===== config.mk =====
export PLATFORM = sky130hd
export DESIGN_NAME = rx_segment_router
export DESIGN_NICKNAME = d
export VERILOG_FILES = /design/src/rtl/rx_seg_pkg.sv /design/src/rtl/rx_byte_delay.sv /design/src/rtl/rx_segment_router.sv
export SDC_FILE = /design/constraint.sdc
export NUM_CORES = 1
export LEC_CHECK = 0
export CAP_MARGIN = 25
export CORE_UTILIZATION = 35
export DETAILED_ROUTE_END_ITERATION = 10
export MAX_ROUTING_LAYER = met4
export PLACE_DENSITY = 0.66
export SYNTH_ARGS = -nofsm -noshare
export SYNTH_HDL_FRONTEND = slang
export SYNTH_HIERARCHICAL = 1
export SYNTH_SLANG_ARGS = --single-unit

===== constraint.sdc =====
create_clock -name rx_clk -period 3.17 [get_ports rx_clk]
set_input_delay 0.634 -clock rx_clk [delete_from_list [all_inputs] [get_ports rx_clk]]
set_output_delay 0.634 -clock rx_clk [all_outputs]
set_load 0.01 [all_outputs]

===== src/rtl/rx_seg_pkg.sv =====
// Shared types for the RX segment router: header FSM states, routing tag layout
// and a width helper.
package rx_seg_pkg;

    typedef enum logic [1:0] {
        ST_IDLE = 2'd0,
        ST_HDR  = 2'd1,
        ST_BODY = 2'd2,
        ST_WAIT = 2'd3
    } state_t;

    typedef struct packed {
        logic       route;
        logic [7:0] ch;
    } tag_t;

    localparam tag_t TAG_DROP = '{route: 1'b0, ch: 8'd0};

    localparam int CNT_W = 12;
    localparam int SEG_W = 32;

    // Ceiling log2, never below 1 so it can size a select for a single channel.
    function automatic int clog2(input int value);
        int width;
        width = 0;
        while ((1 << width) < value) width++;
        return (width < 1) ? 1 : width;
    endfunction

endpackage


===== src/rtl/rx_byte_delay.sv =====
// Fixed-depth shift line carrying {valid, sof, byte}; only the valid bits are reset
// so a flushed line emits nothing.
module rx_byte_delay #(
    parameter int DEPTH = 24
) (
    input  logic       clk,
    input  logic       reset,
    input  logic       vld,
    input  logic       sof,
    input  logic [7:0] data,
    output logic       vld_dly,
    output logic       sof_dly,
    output logic [7:0] data_dly
);

    logic [DEPTH-1:0] vld_line;
    logic [DEPTH-1:0] sof_line;
    logic [7:0]       data_line [DEPTH];

    always_ff @(posedge clk) begin
        if (reset) begin
            vld_line <= '0;
        end else begin
            vld_line[0] <= vld;
            for (int i = 1; i < DEPTH; i++) begin
                vld_line[i] <= vld_line[i-1];
            end
        end
    end

    always_ff @(posedge clk) begin
        sof_line[0]  <= sof;
        data_line[0] <= data;
        for (int i = 1; i < DEPTH; i++) begin
            sof_line[i]  <= sof_line[i-1];
            data_line[i] <= data_line[i-1];
        end
    end

    assign vld_dly  = vld_line[DEPTH-1];
    assign sof_dly  = sof_line[DEPTH-1];
    assign data_dly = data_line[DEPTH-1];

endmodule


===== src/rtl/rx_segment_router.sv =====
// Routes each received frame to one output channel chosen by a big-endian segment
// number in its header; frames are held in a delay line until the header is decoded.
module rx_segment_router
    import rx_seg_pkg::*;
#(
    parameter int SEG_OFFSET = 22,
    parameter int SEG_BYTES  = 2,
    parameter int CHANNELS   = 50
) (
    input  logic                rx_clk,
    input  logic                reset,
    input  logic [7:0]          rx_data,
    input  logic                rx_enable,
    output logic [7:0]          out_data,
    output logic [CHANNELS-1:0] out_en,
    output logic                out_sof,
    output logic [7:0]          out_ch,
    output logic                err_range,
    output logic                err_short,
    output logic [15:0]         frame_cnt,
    output logic [15:0]         drop_cnt
);

    localparam int                D           = SEG_OFFSET + SEG_BYTES;
    localparam int                CH_W        = clog2(CHANNELS);
    localparam logic [CNT_W-1:0]  FIELD_FIRST = CNT_W'(SEG_OFFSET);
    localparam logic [CNT_W-1:0]  FIELD_LAST  = CNT_W'(D - 1);
    localparam logic [SEG_W-1:0]  CH_LIMIT    = SEG_W'(CHANNELS);

    function automatic logic [15:0] sat_inc(input logic [15:0] value);
        return (value == 16'hFFFF) ? value : value + 16'd1;
    endfunction

    function automatic logic [CHANNELS-1:0] ch_decode(input logic [7:0] ch);
        logic [CHANNELS-1:0] hot;
        hot    = '0;
        hot[0] = 1'b1;
        return hot << ch[CH_W-1:0];
    endfunction

    state_t           state, state_nxt;
    logic [CNT_W-1:0] cnt, cnt_nxt, idx;
    logic [SEG_W-1:0] seg, seg_nxt, seg_base, seg_shift;
    tag_t             pending, pending_nxt, active, use_tag;
    logic             en_prev, accept, first, take, field_byte;
    logic             rng_hit, short_hit;
    logic             frame_start, route_now;

    logic             vld_p0, sof_p0;
    logic [7:0]       data_p0;
    logic             vld_p1, sof_p1;
    logic [7:0]       data_p1;

    // Header parse: byte index and segment shift for the byte currently on rx_data.
    always_comb begin
        idx      = cnt;
        seg_base = seg;
        if (state == ST_IDLE) begin
            idx      = '0;
            seg_base = '0;
        end
        field_byte = (idx >= FIELD_FIRST) && (idx <= FIELD_LAST);
        seg_shift  = field_byte ? {seg_base[SEG_W-9:0], rx_data} : seg_base;
    end

    always_comb begin
        state_nxt   = state;
        cnt_nxt     = cnt;
        seg_nxt     = seg;
        pending_nxt = pending;
        accept      = 1'b0;
        first       = 1'b0;
        take        = 1'b0;
        rng_hit     = 1'b0;
        short_hit   = 1'b0;

        case (state)
            ST_IDLE: begin
                // Enable already high last cycle means we came out of reset mid-frame.
                if (rx_enable) begin
                    if (en_prev) begin
                        state_nxt = ST_WAIT;
                    end else begin
                        accept = 1'b1;
                        first  = 1'b1;
                        take   = 1'b1;
                    end
                end
            end
            ST_HDR: begin
                if (!rx_enable) begin
                    short_hit   = 1'b1;
                    pending_nxt = TAG_DROP;
                    state_nxt   = ST_IDLE;
                end else begin
                    accept = 1'b1;
                    take   = 1'b1;
                end
            end
            ST_BODY: begin
                if (!rx_enable) state_nxt = ST_IDLE;
                else            accept    = 1'b1;
            end
            ST_WAIT: begin
                if (!rx_enable) state_nxt = ST_IDLE;
            end
            default: state_nxt = ST_IDLE;
        endcase

        if (take) begin
            seg_nxt = seg_shift;
            cnt_nxt = idx + CNT_W'(1);
            if (idx == FIELD_LAST) begin
                state_nxt = ST_BODY;
                if (seg_shift < CH_LIMIT) begin
                    pending_nxt = '{route: 1'b1, ch: seg_shift[7:0]};
                end else begin
                    pending_nxt = TAG_DROP;
                    rng_hit     = 1'b1;
                end
            end else begin
                state_nxt = ST_HDR;
            end
        end
    end

    always_ff @(posedge rx_clk) begin
        if (reset) begin
            state     <= ST_IDLE;
            cnt       <= '0;
            pending   <= TAG_DROP;
            err_range <= 1'b0;
            err_short <= 1'b0;
            drop_cnt  <= 16'd0;
        end else begin
            state     <= state_nxt;
            cnt       <= cnt_nxt;
            pending   <= pending_nxt;
            err_range <= rng_hit;
            err_short <= short_hit;
            if (rng_hit || short_hit) drop_cnt <= sat_inc(drop_cnt);
        end
    end

    always_ff @(posedge rx_clk) begin
        seg     <= seg_nxt;
        en_prev <= rx_enable;
    end

    // Stage p0: input register.
    always_ff @(posedge rx_clk) begin
        if (reset) vld_p0 <= 1'b0;
        else       vld_p0 <= accept;
        sof_p0  <= first;
        data_p0 <= rx_data;
    end

    // Stage p1: header-length delay line.
    rx_byte_delay #(
        .DEPTH(D)
    ) u_delay (
        .clk     (rx_clk),
        .reset   (reset),
        .vld     (vld_p0),
        .sof     (sof_p0),
        .data    (data_p0),
        .vld_dly (vld_p1),
        .sof_dly (sof_p1),
        .data_dly(data_p1)
    );

    // Output stage: the tag decided for a frame takes effect as its first byte leaves the line.
    always_comb begin
        frame_start = vld_p1 && sof_p1;
        use_tag     = frame_start ? pending : active;
        route_now   = vld_p1 && use_tag.route;
    end

    always_ff @(posedge rx_clk) begin
        if (reset) begin
            active    <= TAG_DROP;
            out_en    <= '0;
            out_data  <= 8'd0;
            out_sof   <= 1'b0;
            out_ch    <= 8'd0;
            frame_cnt <= 16'd0;
        end else begin
            if (frame_start) active <= pending;
            out_en   <= route_now ? ch_decode(use_tag.ch) : '0;
            out_data <= route_now ? data_p1 : 8'd0;
            out_sof  <= frame_start && pending.route;
            if (frame_start && pending.route) begin
                out_ch    <= pending.ch;
                frame_cnt <= sat_inc(frame_cnt);
            end
        end
    end

endmodule


## After elaboration in Yosys (flattened, before gate mapping)

Memory sizes are Yosys's and may differ from the RTL's. A register that Yosys moved wholly into a read port is not among the register bits.
Index checks and enable logic that the tools add are counted.

- Register bits: 216
- Latch bits: 0
- Bits in writable memories: 192
- Bits in read-only memories: 0
- Logic and storage cells: 78
- Memories: 1

- Add/sub/neg operators: 3
- Multipliers: 0
- Div/mod/pow operators: 0
- Magnitude comparators: 3
- Equality and inequality tests: 9
- Shift operators: 1
- Mux-type cells: 25
- Bitwise gates (word level): 3
- Reductions and logical operators: 12

Memory list:

| name | words | bits a word | read ports | clocked after Yosys merged registers in | write ports | RTL line | RTL |
|---|---|---|---|---|---|---|---|
| u_delay.data_line | 24 | 8 | 24 | 1 | 24 | rx_byte_delay.sv:18 | `logic [7:0] data_line [DEPTH];` |

Operators by type and width:

| cell | number |
|---|---|
| $mux 32 | 2 |
| $mux 9 | 6 |
| $shl 1x6->50 const A | 1 |
| $add 16x1->16 const B | 2 |
| $eq 16x16->1 const B | 2 |
| $lt 32x6->1 const B | 1 |
| $add 12x1->12 const B | 1 |
| $eq 12x5->1 const B | 1 |
| $ge 12x5->1 const B | 1 |
| $le 12x5->1 const B | 1 |
| $mux 12 | 1 |
| $mux 2 | 5 |
| $mux 1 | 8 |
| $ne 3x3->1 const B | 2 |
| $eq 2x2->1 const B | 2 |
| $logic_and 1x1->1 | 4 |
| $pmux 1 s2 | 2 |
| $pmux 2 s2 | 1 |
| $reduce_and 2->1 | 2 |
| $reduce_or 2->1 | 2 |
| $ne 3x2->1 const B | 1 |
| $not 1->1 | 3 |
| $reduce_and 3->1 | 1 |
| $reduce_or 3->1 | 1 |
| 3 further kinds | 3 |

## Longest topological paths before layout

Gate-level depths: netlist of run 1.

- Word-level depth: 11
- Gate-level depth with buffers: 14
- Mapped depth without buffers: 11

## Hierarchy

Netlist of run 1, hierarchy kept.

By module, submodules not included:

| module | instances | cells an instance | area each (um2) | seq. area each (um2) |
|---|---|---|---|---|
| rx_segment_router | 1 | 730 | 6,683.9 | 3,803.6 |
| rx_byte_delay | 1 | 274 | 5,077.4 | 4,804.6 |

## Worst setup path after synthesis of run 1

No wires, ideal clock.

- Path kind: reg2reg
- Start: register state[0]
- End: register drop_cnt[7]
- Setup time: 0.070 ns
- Arrival time: 2.884 ns
- Setup slack: 0.216 ns
- Cell stages (with the launch flop): 14
- Path buffers: 3
- Cell sequence: dfxtp_1 -> inv_1 -> ha_1 -> clkbuf_1 -> clkbuf_1 -> nor2b_1 -> ha_1 -> inv_1 -> or4_4 -> o21ai_4 -> nand2_2 -> buf_6 -> or4_1 -> a21oi_1

- Word-level cells in the longest chain between the ends: 11
- Elaborated cells between the ends (all ways): 17
- Classes of those cells: order compare: 3; eq/ne: 2; mux: 8; reduce/logical: 4

RTL lines:

| what | RTL line | RTL |
|---|---|---|
| from (decl) | rx_segment_router.sv:41 | `state_t state, state_nxt;` |
| from (signal assigned) | rx_segment_router.sv:136 | `state <= state_nxt;` |
| $logic_not 2->1 | rx_segment_router.sv:58, rx_segment_router.sv:77 |  |
| $mux 12 | rx_segment_router.sv:58 | `if (state == ST_IDLE) begin` |
| $ge 12x5->1 or $le 12x5->1 (tied branches) | rx_segment_router.sv:62 | `field_byte = (idx >= FIELD_FIRST) && (idx <= FIELD_LAST);` |
| $logic_and 1x1->1 | rx_segment_router.sv:62 |  |
| $mux 32 | rx_segment_router.sv:63 | `seg_shift = field_byte ? {seg_base[SEG_W-9:0], rx_data} : seg_base;` |
| $lt 32x6->1 | rx_segment_router.sv:115 | `if (seg_shift < CH_LIMIT) begin` |
| $mux 1 | rx_segment_router.sv:115 |  |
| $mux 1 | rx_segment_router.sv:113 | `if (idx == FIELD_LAST) begin` |
| $mux 1 | rx_segment_router.sv:110 | `if (take) begin` |
| $logic_or 1x1->1 * | rx_segment_router.sv:141 | `if (rng_hit \|\| short_hit) drop_cnt <= sat_inc(drop_cnt);` |
| $reduce_and 2->1 (no source line) * | - |  |
| to (signal assigned) | rx_segment_router.sv:141 |  |
| to (decl) | rx_segment_router.sv:21 | `output logic [15:0] drop_cnt` |

Mark *: on every way between the ends. The rest lies on a longest branch, timed or not.
A chain may end at the register's enable or synchronous reset.

## Worst setup path after layout of run 1

- Start: register state[0]
- End: register drop_cnt[5]

Same word-level chain as after synthesis.

==> run summary, run 1 <==
For this block, the initial DRC count from the detailed router was 446. Subtracting the final worst setup slack from the clock period gives 2.91 ns. Summing all placed instances gives a cell area of 13,300 um^2. 112 I/O pins were placed. Number of antenna violations at the first check in global routing: 0. The worst slew margin relative to its limit was 44.2%; the worst path arrival time was 3.35 ns. The number of hold buffers added after CTS was 0. Mapped cell area: 11,800 um^2.

Summed over all nets, the half-perimeter wirelength after detailed placement is 12.8 mm. No sink is reached through more buffers than the 3 on the longest clock path. Synthesis produced 1,004 cells. After floorplanning, the core was sized to cover 32,800 um^2. Number of gates resized after CTS: 0. TritonCTS built the clock tree. Clock tree synthesis found a total of 414 sinks.

Clock skew on the completed layout was measured at 0.0137 ns. The later pin in the worst-skew pair is clocked with a latency of 0.52 ns. The via density per instance works out to 4.45. Class of the most critical setup path: flop to flop.

For the starting utilization of the core area, the log shows 35.9%. CTS placed an instance of sky130_fd_sc_hd__clkbuf_16 at the clock tree root. The logs give 32.0 mm for the first-pass GRT wire length and 0 for the buffers inserted during post-CTS setup optimization. The worst setup path is captured at a flop.

Adding up every negative setup slack in the final design gives 0 ns. The measured slew at the worst slew-check pin was 0.826 ns. Number of antenna diodes: 0. The number of port buffers is 111, and the ratio of total power to cell area is 708 nW/um^2. The worst setup path is launched from a flop.

Ranked by total cell area, the synthesized netlist is headed by sky130_fd_sc_hd__dfxtp_1 65%, sky130_fd_sc_hd__edfxtp_1 8.2%, sky130_fd_sc_hd__nand2_1 4.5%. For this block, the routed nets add up to 19.8 mm of wire. Once layout is done, the placed cells without fillers occupy 14,600 um^2.

The final count of hold timing violations came out at 0. The flow ran to the end, and the final reports show no timing, DRC or antenna violations. Entering global routing, the biggest net connects 58 pins. The data required time of the worst path came out at 3.60 ns.

The top cell type by total area after synthesis is sky130_fd_sc_hd__dfxtp_1. The congestion estimate from routability-driven global placement came to 0.786. For the leakage component of the power, the log shows 0.00546 uW. The type of the most critical hold path was flop to flop. For this run, the number of Yosys warnings is 6. For the via count of the first global-routing pass, the log shows 6,564. Setup repair after global routing left no endpoint under its margin. The logs give 0.318 ns for the final hold slack and 11.8% for the total routing usage reported by global routing.

Along the worst path, the maximum fanout reaches 22. The distinct cell type count of the synthesized netlist is 52. The global-route congestion overflow total is 0. The via count was 7,102; the number of rows in the core area was 66. The top cell type by area accounts for 65.0% of the synthesized area. The run gives 0 as the final count of pins violating max slew.

The first detailed-routing pass took 8 iterations. The height of the die is 185 um, and the number of buffers inserted during clock tree synthesis is 39. The number of nets in the synthesized netlist is 1,022.

After detailed routing, the average wire length per cell comes to 12.4 um. Max-cap violations in this run came to 0. The count of antenna-violating nets left after detailed routing is 0. The tools report the remaining design rule violation count as 0. Synthesis inferred 414 register bits. Count of nets after finishing: 1,143.

The worst-case IR drop observed on VDD is 389 uV. Of the synthesized area, sequential elements account for 73.2%. The overall power after layout came out at 10,300 uW.

Setup violations remaining at the end of the flow were counted as 0. Dividing the final minimum period by the clock period gives 91.9%. Relative to the synthesized area, the layout overhead comes to 24.2%. Based on the critical path, the design can be clocked at up to 343 MHz. Share of layout cells above drive strength 1: 8.41%. From left edge to right edge, the die measures 185 um. Level count of the clock H-tree: 2. The mean cell area of the mapped netlist is 11.7 um^2, and the clock transition time at the flip-flop clock pins of the worst setup and hold paths is 0.06 ns. For the die area, the log shows 34,300 um^2.
final timing paths:
check | depth (start not counted) | slack [ns] | endpoint | start
setup / recovery | 10 | 0.26 | drop_cnt[5]$_SDFFE_PP0P_ | state[0]$_SDFFE_PP0P_
hold / removal | 0 | 0.32 | u_delay/sof_line[6]$_DFF_P_ | u_delay/sof_line[5]$_DFF_P_
setup reg to reg | 10 | 0.26 | drop_cnt[5]$_SDFFE_PP0P_ | state[0]$_SDFFE_PP0P_
hold reg to reg | 0 | 0.32 | u_delay/sof_line[6]$_DFF_P_ | u_delay/sof_line[5]$_DFF_P_
final cells by class:
type	count	area, um^2
Clock buffer	57	1120
Inverter	6	22.5
Fill cell	3038	18200
Tap cell	442	553
Timing Repair Buffer	127	1240
Clock inverter	13	145
Multi-Input combinational cell	537	2920
Sequential cell	414	8610
layer usage:
metal	track usage, %	vias to the layer above	share of wire (%)
li1	-	3588	-
met1	15.3	3290	47
met2	17.9	189	45
met3	2.89	35	5.9
met4	4.23	0	2.2
met5	-	-	0
metrics by stage:
stage	worst slack [ns]	cells	util (%)
4_1_cts	0.109	1596	44.6
3_5_place_dp	0.144	1526	40.7
2_1_floorplan	0.216	1004	-
5_1_grt	0.0452	1596	44.6
3_3_place_gp	0.316	1526	40.7
6_report	0.255	1596	44.6
kinds of logic after synthesis:
| family | Yosys count | share of synthesized area (%) |
|---|---|---|
| simple gates | 398 | 16.7 |
| flops | 414 | 73.2 |
| compound gates | 105 | 5.14 |
| buf+inv | 53 | 2.15 |
| mux | 7 | 0.606 |
| fa+ha+maj | 7 | 0.745 |
| xor+xnor | 20 | 1.49 |
power by group:
group	switching, uW	leakage, uW	total (uW)	internal (uW)
logic	183	0.00138	276	93.5
registers	72.3	0.00347	5580	5510
clock network	1840	0.000615	4490	2640
total	2100	0.00546	10300	8250
cell usage in the layout (no fill, tap or decap), types with 5 or more instances in the layout:
cell	instances
sky130_fd_sc_hd__nand4_1	10
sky130_fd_sc_hd__edfxtp_1	32
sky130_fd_sc_hd__buf_4	15
sky130_fd_sc_hd__or3_1	7
sky130_fd_sc_hd__ha_1	7
sky130_fd_sc_hd__a211oi_1	5
sky130_fd_sc_hd__xnor2_1	11
sky130_fd_sc_hd__nor4_1	8
sky130_fd_sc_hd__xor2_1	9
sky130_fd_sc_hd__o21ai_0	18
sky130_fd_sc_hd__nand3_1	30
sky130_fd_sc_hd__nor2b_1	14
sky130_fd_sc_hd__inv_1	6
sky130_fd_sc_hd__nor2b_2	15
sky130_fd_sc_hd__or4_1	11
sky130_fd_sc_hd__nor3_1	7
sky130_fd_sc_hd__o31ai_1	10
sky130_fd_sc_hd__clkbuf_8	6
sky130_fd_sc_hd__o21ai_1	5
sky130_fd_sc_hd__nand2_1	142
sky130_fd_sc_hd__mux2i_1	6
sky130_fd_sc_hd__a21oi_1	56
sky130_fd_sc_hd__clkbuf_16	40
sky130_fd_sc_hd__and2_1	19
sky130_fd_sc_hd__nor2_1	92
sky130_fd_sc_hd__clkdlybuf4s50_1	110
sky130_fd_sc_hd__dfxtp_1	382
sky130_fd_sc_hd__clkbuf_1	11
sky130_fd_sc_hd__and3_1	13
sky130_fd_sc_hd__nor3b_1	8
critical path: stages (launching register included):
cell and delay, ns:
sky130_fd_sc_hd__dfxtp_1 0.38, sky130_fd_sc_hd__inv_1 0.06, sky130_fd_sc_hd__ha_1 0.29, sky130_fd_sc_hd__nor2b_1 0.20
sky130_fd_sc_hd__ha_1 0.24, sky130_fd_sc_hd__inv_1 0.05, sky130_fd_sc_hd__or4_4 0.55, sky130_fd_sc_hd__o21ai_4 0.22
sky130_fd_sc_hd__nand2_4 0.18, sky130_fd_sc_hd__or4_1 0.49, sky130_fd_sc_hd__a21oi_1 0.18
Yosys cell counts, drive strengths merged:
library cell and count:
o31a 1, and3 13, nand4 10, and4 3
mux2 1, a21oi 57, o31ai 10, nor3 7
a41oi 1, nor3b 8, nor2 92, inv 6
a22oi 1, ha 7, and2b 4, dfxtp 382
o21bai 1, o311a 1, xor2 9, nand2b 3
xnor2 11, nand3b 1, edfxtp 32, nor4 9
or3b 3, nor4b 1, o311ai 2, nand4b 1
or3 7, mux2i 6, or4 13, and3b 1
and2 19, a211oi 5, o21a 1, nand2 143
buf 12, o21ai 24, clkbuf 35, o211ai 1
or2 1, nand3 30, nor2b 29
flip-flops by register name (all words and copies together), names as in the netlist:
signal             cells
u_delay/data_line    192
out_en                50
seg                   32
u_delay/sof_line      24
u_delay/vld_line      24
drop_cnt              16
frame_cnt             16
cnt                   12
pending                9
data_p0                8
out_ch                 8
out_data               8
active                 7
state                  2
en_prev                1
err_range              1
err_short              1
out_sof                1
sof_p0                 1
vld_p0                 1
Power figures use the tool's default switching activity.
==> run 2, diff against run 1 <==
Settings changed: CTS_BUF_LIST set to sky130_fd_sc_hd__clkbuf_2.
==> run 2 against run 1 <==
Register-to-register slack is essentially flat. Flip-flop and latch count is the same. Worst hold slack lost 0.046 ns. Sequential share of layout area grew 1.7 points. Largest cell class unchanged.
==> run summary, run 2 (synthesis results as in run 1) <==
The tools report the part of the power in the clock network as 35.1% (was 43.4%). The die area was 34,300 um^2 (unchanged); the height of the die was 185 um (unchanged). The level count of the clock H-tree was 3 (was 2). The type of the most critical hold path is input port to flop (was flop to flop). The data required time of the worst path was 4.02 ns (was 3.60 ns).

The count of antenna-violating nets left after detailed routing was 0 (unchanged); the remaining design rule violation count was 0 (unchanged). The total negative setup slack came out at 0 ns (unchanged). Class of the most critical setup path: flop to flop (unchanged). The switching power as a share of total power came out at 24.0% (was 20.3%). Share of the clock period used by the worst path: 92.2% (was 91.9%).

The source-to-sink clock delay at the later pin of the worst-skew pair is 0.92 ns (was 0.52 ns). The logs give 414 (unchanged) for the number of sinks handled by clock tree synthesis and 66 (unchanged) for the number of rows in the core area. The net switching power was 2170 uW (was 2100 uW); the minimum period implied by the final worst setup slack was 2.92 ns (was 2.91 ns). The number of design-rule violations left by the first detailed-router iteration is 414 (was 446), and the number of flip-flops in the largest register is 192 (unchanged). The tools report the relative contribution of combinational cells to total power as 3.1% (was 2.7%). TritonCTS built the clock tree. Type of element launching the critical path: a flop (unchanged). The tools report the power share of the sequential group as 61.8% (was 54.0%). The average wire per standard cell is 12.0 um (was 12.4 um), and the number of failing setup endpoints in the final timing report is 0 (unchanged). The cell at the root of the clock tree was sky130_fd_sc_hd__clkbuf_2 (was sky130_fd_sc_hd__clkbuf_16).

The global placer's final weighted congestion is 0.786 (unchanged), and the largest net degree at the start of global routing is 58 (unchanged). The share of layout cells above drive strength 1 was 15.0% (was 8.41%); the horizontal die dimension was 185 um (unchanged). The ratio of total power to cell area came out at 636 nW/um^2 (was 708 nW/um^2). The tools report the global-route congestion overflow total as 0 (unchanged).

The worst path arrival time is 3.77 ns (was 3.35 ns), and the area overhead of the layout relative to synthesis is 20.7% (was 24.2%). The fraction of the core area covered by cells at the end of the flow is 43.3% (was 44.6%), and the measured slew at the worst slew-check pin is 0.819 ns (was 0.826 ns). The via count of the first global-routing pass is 7,067 (was 6,564), and the via count is 7,426 (was 7,102).

Leading cell type in the layout, fill and taps excluded: sky130_fd_sc_hd__dfxtp_1 (unchanged). The run gives 0 (unchanged) as the max-capacitance violation count. The run gives 5 (was 8) as the number of iterations in the first detailed-routing pass. The clock transition time at the flip-flop clock pins of the worst setup and hold paths was 0.11 ns (was 0.06 ns); the internal cell power was 6860 uW (was 8250 uW).

The via density per instance works out to 4.39 (was 4.45). The top register by number of flip-flops was u_delay/data_line (unchanged). Setup repair after global routing left no endpoint under its margin. The run finished with clean final reports.

Final count of pins violating max slew: 0 (unchanged). The I/O pin total came out at 112 (unchanged). The tools report the leakage component of the power as 0.00549 uW (was 0.00546 uW). The logs give 0.271 ns (was 0.318 ns) for the final hold slack and 320 uV (was 389 uV) for the maximum ir drop on the vdd rail. Top flop regs: u_delay/data_line: 192 flops, out_en: 50 flops, seg: 32 flops (unchanged).

The number of port buffers is 111 (unchanged). Top library cells by usage in the layout, fill and taps aside: 382 x sky130_fd_sc_hd__dfxtp_1, 142 x sky130_fd_sc_hd__nand2_1, 137 x sky130_fd_sc_hd__clkbuf_2 (was 382 x sky130_fd_sc_hd__dfxtp_1, 142 x sky130_fd_sc_hd__nand2_1, 110 x sky130_fd_sc_hd__clkdlybuf4s50_1). The endpoint kind of the worst setup timing path was a flop (unchanged).

The logs give 0 (unchanged) for the final count of hold timing violations and 342 MHz (was 343 MHz) for the upper clock frequency limit. The logs give 0.0983 ns (was 0.0137 ns) for the worst clock skew and 20.3 mm (was 19.8 mm) for the routed wire length. The core outline area was 32,800 um^2 (unchanged). The overall power after layout is 9020 uW (was 10,300 uW). The logs give 44.7% (was 44.2%) for the worst slew margin relative to its limit and 35.9% (unchanged) for the starting utilization of the core area. The logs give 12.3% (was 11.8%) for the total routing usage reported by global routing and 32.9 mm (was 32.0 mm) for the first-pass GRT wire length.

For the deepest clock path buffer count, the log shows 3 (unchanged). Critical-path maximum fanout: 22 (unchanged). The final HPWL from detailed placement is 12.8 mm (unchanged).

The logs give 1,199 (was 1,143) for the count of nets after finishing and 1 (was 0) for the number of antenna violations at the first check in global routing. For the number of buffers inserted during clock tree synthesis, the log shows 95 (was 39).
==> run 2: changes by cell type in the layout (fill, tap and decap cells not counted), moves of 2 or more <==
cell / change
sky130_fd_sc_hd__clkinv_1: +17
sky130_fd_sc_hd__clkbuf_8: -6
sky130_fd_sc_hd__clkinv_8: -2
sky130_fd_sc_hd__clkbuf_2: +137
sky130_fd_sc_hd__clkbuf_1: -11
sky130_fd_sc_hd__clkbuf_16: -40
==> run 2: final timing paths <==
check                                     from                            to  slack (ns)  cells after the start
setup / recovery         state[0]$_SDFFE_PP0P_      drop_cnt[7]$_SDFFE_PP0P_        0.25                     10
hold / removal                      rx_data[0]            data_p0[0]$_DFF_P_        0.27                      1
setup reg to reg         state[0]$_SDFFE_PP0P_      drop_cnt[7]$_SDFFE_PP0P_        0.25                     10
hold reg to reg   u_delay/sof_line[16]$_DFF_P_  u_delay/sof_line[17]$_DFF_P_        0.31                      0
==> run 2: area by class of cell <==
cell class / instances / area [um^2]
clock inverters: 29 / 164
repair buffers: 127 / 1240
fillers: 3153 / 18600
multi-input cells: 537 / 2920
inverters: 6 / 22.5
flip-flops and latches: 414 / 8610
clock buffers: 137 / 686
diodes: 1 / 2.50
well taps: 442 / 553
==> run 2: power by group through the flow <==
stage	Clock (uW)	Sequential, uW	Combinational, uW
after floorplan	0	5680	190
after global placement	0	5690	265
after detailed placement	0	5700	272
after CTS	3350	5580	274
after global routing	3630	5600	307
final	3170	5580	276
==> run 2: metal layers <==
metal	track usage, %	up-vias	wire (um)
li1	-	3762	-
met1	14.8	3397	9250
met2	18.1	221	9170
met3	3.91	46	1250
met4	6.88	0	637
met5	-	-	0
==> run 2: critical path: stages, from the launching register on <==
cell	delay, ns
sky130_fd_sc_hd__dfxtp_1	0.40
sky130_fd_sc_hd__inv_1	0.06
sky130_fd_sc_hd__ha_1	0.28
sky130_fd_sc_hd__nor2b_1	0.20
sky130_fd_sc_hd__ha_1	0.25
sky130_fd_sc_hd__inv_1	0.06
sky130_fd_sc_hd__or4_4	0.55
sky130_fd_sc_hd__o21ai_4	0.22
sky130_fd_sc_hd__nand2_4	0.18
sky130_fd_sc_hd__or4_1	0.49
sky130_fd_sc_hd__a21oi_1	0.17
==> run 2: per-stage QoR <==
step	std cells	cell area (um^2)	worst slack [ns]
5_1_grt	1693	14200	0.0199
3_3_place_gp	1526	13300	0.316
2_1_floorplan	1004	11800	0.216
3_5_place_dp	1526	13300	0.144
6_report	1693	14200	0.247
4_1_cts	1692	14200	0.117
==> run 2: timing repair <==
item / 4_1_cts / 5_1_grt
endpoints found under the setup margin: 0 / 10
hold buffers: 0 / 0
gates resized for setup: 0 / 2
buffers inserted: 0 / 0
==> run 3, diff against run 2 <==
Settings changed: CTS_BUF_LIST sky130_fd_sc_hd__clkbuf_2 to not set.
==> results of run 3 <==
No change in the layout: final DEF, timing and power equal those of run 1.
